## config.mk

```make
export PLATFORM = sky130hd
export DESIGN_NAME = mem_access
export DESIGN_NICKNAME = d
export VERILOG_FILES = /design/src/rtl/mem_access.sv
export SDC_FILE = /design/constraint.sdc
export NUM_CORES = 1
export LEC_CHECK = 0
export BUFFER_PORTS_ARGS = -buffer_cell sky130_fd_sc_hd__buf_2
export CAP_MARGIN = 20
export CORE_MARGIN = 1.5
export CORE_UTILIZATION = 44
export DETAILED_ROUTE_END_ITERATION = 16
export PLACE_DENSITY_LB_ADDON = 0.05
export SETUP_SLACK_MARGIN = 0.02
export SLEW_MARGIN = 0
export SYNTH_ARGS = -nofsm -noshare
export SYNTH_HDL_FRONTEND = slang
export SYNTH_SLANG_ARGS = --single-unit
```

## constraint.sdc

```tcl
create_clock -name CLK -period 2 [get_ports CLK]
set_input_delay 0.2 -clock CLK [delete_from_list [all_inputs] [get_ports CLK]]
set_output_delay 0.2 -clock CLK [all_outputs]
set_load 0.01 [all_outputs]
```

## src/rtl/mem_access.sv

```systemverilog
// MIPS memory-access stage: loads/stores over a req/ack data bus, with bus-timeout detection.
// Optional POSTED_STORE_EN macro: aligned stores retire at once and drain from a one-entry buffer.
module mem_access #(
  parameter int unsigned TIMEOUT = 256,
  parameter int unsigned TO_W    = 16
) (
  input  logic        CLK,
  input  logic        RST,
  input  logic        Valid,
  input  logic [31:0] Ins,
  input  logic [31:0] Result,
  input  logic [31:0] Rdata2,
  output logic        Stall,
  output logic        OutValid,
  output logic [31:0] WBdata,
  output logic        AdrErr,
  output logic        BusErr,
  output logic        dmem_req,
  output logic        dmem_we,
  output logic [31:0] dmem_addr,
  output logic [3:0]  dmem_be,
  output logic [31:0] dmem_wdata,
  input  logic        dmem_ack,
  input  logic [31:0] dmem_rdata
);

  typedef enum logic [1:0] {StIdle, StBusy, StDone} state_e;

  localparam logic [5:0] OpLb  = 6'h20;
  localparam logic [5:0] OpLh  = 6'h21;
  localparam logic [5:0] OpLw  = 6'h23;
  localparam logic [5:0] OpLbu = 6'h24;
  localparam logic [5:0] OpLhu = 6'h25;
  localparam logic [5:0] OpSb  = 6'h28;
  localparam logic [5:0] OpSh  = 6'h29;
  localparam logic [5:0] OpSw  = 6'h2B;

  localparam logic [TO_W-1:0] ToLast = TO_W'(TIMEOUT - 1);

  if (TIMEOUT < 2 || TIMEOUT > 65536 || (TO_W < 32 && (64'(1) << TO_W) < 64'(TIMEOUT)))
  begin : g_param_check
    $error("mem_access: TIMEOUT out of range or TO_W too narrow");
  end

  // Registered state
  state_e          state_q, state_d;
  logic            req_q, req_d;
  logic            we_q, we_d;
  logic [31:0]     addr_q, addr_d;
  logic [3:0]      be_q, be_d;
  logic [31:0]     wdata_q, wdata_d;
  logic            outvalid_q, outvalid_d;
  logic [31:0]     wbdata_q, wbdata_d;
  logic            adrerr_q, adrerr_d;
  logic            buserr_q, buserr_d;
  logic [TO_W-1:0] to_q, to_d;
`ifdef POSTED_STORE_EN
  logic            sb_q, sb_d;
`endif

  // Instruction decode
  logic [5:0]  op;
  logic        is_load;
  logic        is_store;
  logic        is_mem;
  logic        misaligned;
  logic        timeout_hit;
  logic        issue;
  logic        stall;
  logic [3:0]  st_be;
  logic [31:0] st_wdata;
  logic [7:0]  rd_byte;
  logic [15:0] rd_half;
  logic [31:0] load_val;
  logic        unused_ins;

  assign op          = Ins[31:26];
  assign unused_ins  = ^Ins[25:0];
  assign timeout_hit = (to_q == ToLast);

  always_comb begin
    is_load  = 1'b0;
    is_store = 1'b0;
    case (op)
      OpLb, OpLh, OpLw, OpLbu, OpLhu: is_load  = 1'b1;
      OpSb, OpSh, OpSw:               is_store = 1'b1;
      default: ;
    endcase
    is_mem = is_load | is_store;
  end

  always_comb begin
    misaligned = 1'b0;
    case (op)
      OpLh, OpLhu, OpSh: misaligned = Result[0];
      OpLw, OpSw:        misaligned = (Result[1:0] != 2'b00);
      default: ;
    endcase
  end

  // Store lane steering; loads keep all lanes enabled
  always_comb begin
    st_be    = 4'b1111;
    st_wdata = Rdata2;
    case (op)
      OpSb: begin
        st_be    = 4'b0001 << Result[1:0];
        st_wdata = {4{Rdata2[7:0]}};
      end
      OpSh: begin
        st_be    = Result[1] ? 4'b1100 : 4'b0011;
        st_wdata = {2{Rdata2[15:0]}};
      end
      default: ;
    endcase
  end

  // Load extraction; Ins/Result are held stable by Stall while BUSY
  always_comb begin
    unique case (Result[1:0])
      2'd0: rd_byte = dmem_rdata[7:0];
      2'd1: rd_byte = dmem_rdata[15:8];
      2'd2: rd_byte = dmem_rdata[23:16];
      2'd3: rd_byte = dmem_rdata[31:24];
    endcase
    rd_half = Result[1] ? dmem_rdata[31:16] : dmem_rdata[15:0];
    case (op)
      OpLb:    load_val = {{24{rd_byte[7]}}, rd_byte};
      OpLbu:   load_val = {24'h0, rd_byte};
      OpLh:    load_val = {{16{rd_half[15]}}, rd_half};
      OpLhu:   load_val = {16'h0, rd_half};
      OpLw:    load_val = dmem_rdata;
      default: load_val = '0;
    endcase
  end

  // Next-state and output logic
  always_comb begin
    state_d    = state_q;
    req_d      = req_q;
    we_d       = we_q;
    addr_d     = addr_q;
    be_d       = be_q;
    wdata_d    = wdata_q;
    outvalid_d = 1'b0;
    wbdata_d   = wbdata_q;
    adrerr_d   = 1'b0;
    buserr_d   = 1'b0;
    to_d       = to_q;
    issue      = 1'b0;
    stall      = 1'b0;
`ifdef POSTED_STORE_EN
    sb_d       = sb_q;

    // Posted store drains independently of the pipeline FSM
    if (sb_q) begin
      if (dmem_ack) begin
        req_d = 1'b0;
        sb_d  = 1'b0;
        to_d  = '0;
      end else if (timeout_hit) begin
        req_d    = 1'b0;
        sb_d     = 1'b0;
        to_d     = '0;
        buserr_d = 1'b1;
      end else begin
        to_d = to_q + TO_W'(1);
      end
    end
`endif

    case (state_q)
      StIdle: begin
        if (Valid) begin
          if (!is_mem) begin
            outvalid_d = 1'b1;
            wbdata_d   = Result;
          end
`ifdef POSTED_STORE_EN
          else if (sb_q) begin
            stall = 1'b1;
          end
`endif
          else if (misaligned) begin
            outvalid_d = 1'b1;
            adrerr_d   = 1'b1;
            wbdata_d   = '0;
          end
`ifdef POSTED_STORE_EN
          else if (is_store) begin
            issue      = 1'b1;
            sb_d       = 1'b1;
            outvalid_d = 1'b1;
            wbdata_d   = '0;
          end
`endif
          else begin
            issue   = 1'b1;
            stall   = 1'b1;
            state_d = StBusy;
          end
        end
      end

      StBusy: begin
        stall = 1'b1;
        if (dmem_ack) begin
          req_d      = 1'b0;
          to_d       = '0;
          state_d    = StDone;
          outvalid_d = 1'b1;
          wbdata_d   = is_load ? load_val : '0;
        end else if (timeout_hit) begin
          req_d      = 1'b0;
          to_d       = '0;
          state_d    = StDone;
          outvalid_d = 1'b1;
          buserr_d   = 1'b1;
          wbdata_d   = '0;
        end else begin
          to_d = to_q + TO_W'(1);
        end
      end

      StDone: begin
        // OutValid is high this cycle; the completed instruction is still on the inputs
        state_d = StIdle;
      end

      default: state_d = StIdle;
    endcase

    if (issue) begin
      req_d   = 1'b1;
      we_d    = is_store;
      addr_d  = {Result[31:2], 2'b00};
      be_d    = st_be;
      wdata_d = st_wdata;
      to_d    = '0;
    end
  end

  always_ff @(posedge CLK) begin
    if (RST) begin
      state_q    <= StIdle;
      req_q      <= 1'b0;
      we_q       <= 1'b0;
      addr_q     <= '0;
      be_q       <= '0;
      wdata_q    <= '0;
      outvalid_q <= 1'b0;
      wbdata_q   <= '0;
      adrerr_q   <= 1'b0;
      buserr_q   <= 1'b0;
      to_q       <= '0;
`ifdef POSTED_STORE_EN
      sb_q       <= 1'b0;
`endif
    end else begin
      state_q    <= state_d;
      req_q      <= req_d;
      we_q       <= we_d;
      addr_q     <= addr_d;
      be_q       <= be_d;
      wdata_q    <= wdata_d;
      outvalid_q <= outvalid_d;
      wbdata_q   <= wbdata_d;
      adrerr_q   <= adrerr_d;
      buserr_q   <= buserr_d;
      to_q       <= to_d;
`ifdef POSTED_STORE_EN
      sb_q       <= sb_d;
`endif
    end
  end

  assign Stall      = stall;
  assign OutValid   = outvalid_q;
  assign WBdata     = wbdata_q;
  assign AdrErr     = adrerr_q;
  assign BusErr     = buserr_q;
  assign dmem_req   = req_q;
  assign dmem_we    = we_q;
  assign dmem_addr  = addr_q;
  assign dmem_be    = be_q;
  assign dmem_wdata = wdata_q;

endmodule

```

# --- Word-level counts from Yosys, hierarchy flattened ---
# Index checks and enable logic that the tools add are counted.
classes:
  mux: 39
  order_cmp: 0
  n_eq_ne: 18
  n_mul: 0
  n_reduce_logical: 16
  bitwise: 5
  add_sub_neg: 1
  shifts: 1
  div: 0
op_table:
  columns: ["cell", "n"]
  rows:
  - ["two-way mux 32 bit", 6]
  - ["one-hot mux 32 bit (5 select lines)", 1]
  - ["one-hot mux 32 bit (2 select lines)", 2]
  - ["== test 6 bit (second input constant)", 8]
  - ["two-way mux 16 bit", 3]
  - ["one-hot mux 8 bit (4 select lines)", 1]
  - ["adder 16 x 1 -> 16 bit (second input constant)", 1]
  - ["== test 16 x 8 -> 1 bit (second input constant)", 1]
  - ["two-way mux 1 bit", 15]
  - ["two-way mux 2 bit", 5]
  - ["OR reduction 3 bit", 3]
  - ["one-hot mux 4 bit (2 select lines)", 1]
  - ["AND reduction 4 bit", 2]
  - ["inequality test 2 bit (second input constant)", 3]
  - ["inequality test 3 bit (second input constant)", 2]
  - ["one-hot mux 1 bit (2 select lines)", 3]
  - ["nonzero test 2 bit", 3]
  - ["OR reduction 5 bit", 1]
  - ["== test 2 x 1 -> 1 bit (second input constant)", 2]
  - ["== test 2 bit (second input constant)", 2]
  - ["logical NOT 2 bit", 2]
  - ["two-way mux 4 bit", 1]
  - ["NOT 1 bit", 4]
  - ["one-hot mux 2 bit (2 select lines)", 1]
  - ["6 further kinds", 7]
word_totals:
  ramBits: 0
  mem_bits_ro: 0
  inputBits: 132
  out_inout_bits: 106
  mem_count: 0
  word_cells: 91
  latch_bits: 0
  regBits: 121

# --- Depth between registers and ports, before layout ---
logic_depth:
  depth_word: 9
  depth_mapped: 10
  depth_no_buf: 6

# --- Worst setup path before layout ---
# Ideal clock, no wire load.
synth_path:
  path_kind: "input to output"
  from: "input port Result[1]"
  to: "output port Stall"
  cell_stages: 10
  path_buffers: 5
  required_ns: 1.800
  slack_ns: -0.022
  arrival_time_ns: 1.822
  cell_sequence: "buf_6 > and4b_1 > buf_4 > a32oi_4 > and4b_1 > buf_2 > buf_2 > buf_2 > nor2_1 > nor2_1"
synth_between:
  elab_chain_len: 6
synth_rtl:
  columns: ["item", "line_no", "source"]
  rows:
  - ["from (decl)", "11", "input logic [31:0] Result,"]
  - ["nonzero test 2 bit", "96", "OpLw, OpSw: misaligned = (Result[1:0] != 2'b00);"]
  - ["one-hot mux 1 bit (2 select lines)", "94", "case (op)"]
  - ["two-way mux 1 bit", "184", "else if (misaligned) begin"]
  - ["two-way mux 1 bit", "175", "if (!is_mem) begin"]
  - ["two-way mux 1 bit", "174", "if (Valid) begin"]
  - ["one-hot mux 1 bit (2 select lines)", "172", "case (state_q)"]
  - ["to (decl)", "13", "output logic Stall,"]
# Every way passes these cells.

# --- Final worst setup path ---
layout_path:
  from: "register to_q[1]"
  to: "register wbdata_q[22], in the netlist WBdata[22]"
layout_between:
  elab_chain_len: 3
layout_rtl:
  columns: ["item", "line_no", "source"]
  rows:
  - ["from (decl)", "56", "logic [TO_W-1:0] to_q, to_d;"]
  - ["from (signal assigned)", "270", "to_q <= to_d;"]
  - ["== test 16 x 8 -> 1 bit", "79", "assign timeout_hit = (to_q == ToLast);"]
  - ["inequality test 3 bit (no line)", null, null]
  - ["AND reduction 4 bit (no line)", null, null]
  - ["to (signal assigned)", "267", "wbdata_q <= wbdata_d;"]
  - ["to (decl)", "53", "logic [31:0] wbdata_q, wbdata_d;"]
# Every way passes these cells.
# A chain may end at the register's enable or synchronous reset.

==> flow_summary_export.csv <==
group,metric,value,unit
outcome,status,"completed",
yosys,synth_flop_cell,"dfxtp_1",
clock_network,cts-hold-fix-buffers,0,
yosys,ys_top_cells_by_count,"nand2_1, dfxtp_1, a21oi_1",
layout,fin_util,0.614,
pwr,peakVddDrop,0.503,mV
layout,instances_no_fill,1086,
placement,pre_cts_ws,0.0131,ns
grt,grt_use_total,0.263,
yosys,synth.area.top_cells,"dfxtp_1, nand2_1, mux2i_1, a21oi_1, a311oi_1",
setup_path,end_kind,"flip-flop",
timing,finalHoldViolCount,0,
setup_path,reg2reg_from,"to_q[1]",
pwr,finalPower,6560,uW
pwr,powerDensity,836,nW/um^2
pwr,cellLeakagePower,0.00328,uW
yosys,ys_ff_latch,121,
clock_network,cts_buffers,17,
setup_path,r2r_end,"WBdata[22]",
timing,drv_slew,0,
yosys,synthMuxAreaShare,0.0788,
worst_hold_path,hold_path_startpoint,"dmem_ack",
die,fp.dieW,118,um
setup_path,cp.arrival,2.25,ns
grt,grt_pass1_wl,28800,um
clock_network,cts.clk_slew.worst_paths,0.06,ns
timing,setup_ws,0.0737,ns
yosys,synthXorXnorAreaFrac,0.0211,
detailed_routing,drtAntennaViolNets,0,
die,rows,41,
timing,fin_worst_skew,0.00647,ns
worst_hold_path,hold_class,"input pin to flip-flop",
placement,place_congestion,0.856,
die,dieArea,13900,um^2
yosys,synth_adder_area_share,0.00215,
layout,layout-drive-gt1-share,0.328,
placement,hpwl,13300,um
grt,grt_overflow,0,
setup_path,start_kind,"flip-flop",
die,ios,238,
layout,diodes,0,
setup_path,rrSetupSlack,0.07,ns
yosys,synth_top_area_frac,0.417,
grt,antenna_found_initial,1,
yosys,yosysMostFrequentCell,"nand2_1",
worst_hold_path,hold_end,"BusErr",
clock_network,htree_levels,4,
placement,io_buffers,209,
setup_path,crit_required,2.32,ns
layout,nets,1034,
clock_network,cts_max_path_buffers,2,
yosys,synth_compound_area_frac,0.205,
clock_network,clockRootBuffer,"clkbuf_16",
yosys,ys_types,52,
die,core,12800,um^2
clock_network,cts_tree,"built",
worst_hold_path,hold_depth,2,
detailed_routing,viasPerCell,5.44,
setup_path,ff2ff_path_depth,7,
timing,fmax,0.519,GHz
yosys,yosysTopAreaCell,"dfxtp_1",
detailed_routing,dr.pass1.iters,5,
grt,grt_max_degree,76,
detailed_routing,num_vias,5906,
grt,first_global_vias,5578,
yosys,synthCells,694,
yosys,synthesis.area,5810,um^2
yosys,synth_edf_count,0,
flow_run,max-cap-violations,0,
yosys,async_reset_ff_frac,0,
clock_network,cts_sinks,121,
timing,rsz0062_at_grt,"true",
detailed_routing,dr.first_iter.drc_count,416,
timing,period_needed,1.93,ns
yosys,avgSynthCellArea,8.37,um^2
timing,fin_crit_sh,0.963,
yosys,yosysSeqAreaShare,0.417,
yosys,synth_top_family_by_area,"simple AND/OR/NAND/NOR gates",
setup_path,cp_max_fo,15,
die,die_h,118,um
detailed_routing,wl,18600,um
layout,area_growth,35.0,%
yosys,yosysWarnings,0,
detailed_routing,avgRoutedWirePerCell,17.1,um
yosys,yosys.area_share.simple,0.224,
timing,setup_viol,0,
setup_path,path_class,"flip-flop to flip-flop",
die,start_util,0.455,
placement,dp_cells,1052,
detailed_routing,drc_errors,0,
clock_network,clk_latency,0.42,ns
metal layers:
metal  wire [um]  up-vias  track usage
met4         211        2       0.0724
li1            -     2904            -
met3        1320       17       0.0862
met2        9150      216        0.455
met5           9        -            0
met1        7860     2767        0.312
worst max-delay path by stage:
| stage | from | end | slack (ns) | depth (start not counted) |
|---|---|---|---|---|
| 6_report | to_q[1] | WBdata[22] | 0.07 | 7 |
| 5_1_grt | to_q[1] | WBdata[22] | 0.005 | 7 |
| 4_1_cts | to_q[1] | WBdata[13] | 0.006 | 7 |
| 3_5_place_dp | Ins[26] | WBdata[22] | 0.01 | 8 |
| 3_3_place_gp | Ins[26] | WBdata[30] | 0.1 | 8 |
| 2_1_floorplan | to_q[0] | WBdata[14] | -0.001 | 8 |
power breakdown:
group	internal, uW	switching [uW]	total [uW]
combinational	362	466	828
sequential	2510	52.9	2570
clock	2060	1110	3170
total	4930	1630	6560
layout by cell type (no fill, tap or decap), types with 8 or more instances in the layout:
cell type,synthesis,final
nor2_1,46,43
a211oi_1,24,24
a21oi_1,50,49
a21o_1,16,16
a311oi_1,27,27
nand2_1,142,141
clkbuf_16,0,17
o21ai_0,14,14
mux2i_1,30,30
nor3_1,41,41
buf_2,20,208
xnor2_1,8,8
a22oi_1,14,14
o211ai_1,8,8
dfxtp_1,121,121
buf_4,4,31
worst max-delay path: stages (launching register included):
cell	delay [ns]
dfxtp_1	0.32
ha_1	0.20
nor4b_1	0.14
and4_2	0.21
o21a_2	0.25
or2_4	0.29
buf_6	0.16
a311oi_1	0.26
flip-flops by register name (all words and copies together) (netlist names):
register and flops:
dmem_addr 30, AdrErr 1, OutValid 1, BusErr 1, dmem_req 1, state_q 2
WBdata 32, dmem_wdata 32, dmem_be 4, dmem_we 1, to_q 16
per-stage QoR:
| stage | setup TNS (ns) | area [um^2] | hold WS, ns |
|---|---|---|---|
| detailed placement | 0 | 7180 | 0.439 |
| CTS | 0 | 7810 | 0.00279 |
| global route | 0 | 7850 | 0.00259 |
| global placement | 0 | 7180 | 0.434 |
| finish | 0 | 7850 | 0.0197 |
| floorplan | -0.0220 | 5820 | 0.277 |
area by class of cell:
cell class / instances / area (um^2)
Fill cell: 1166 / 4930
Multi-Input combinational cell: 509 / 3130
Sequential cell: 121 / 2420
Timing Repair Buffer: 249 / 1450
Clock buffer: 22 / 474
Tap cell: 172 / 215
Clock inverter: 10 / 143
Inverter: 3 / 11.3
what timing repair did:
| item | CTS | global route |
|---|---|---|
| buffers inserted | 1 | 1 |
| gates resized for setup | 0 | 10 |
| endpoints found under the setup margin | 2 | 49 |
cells by family (layout without fill, tap and decap cells):
logic type / count (synthesis) / after routing
multiplexers: 38 / 38
buffers and inverters: 65 / 284
XOR/XNOR: 14 / 14
flip-flops: 121 / 121
AO/OA/AOI/OAI: 170 / 170
adder cells (fa/ha/maj): 1 / 1
AND/OR/NAND/NOR: 284 / 284
other: 1 / 2
Power figures use the tool's default switching activity.
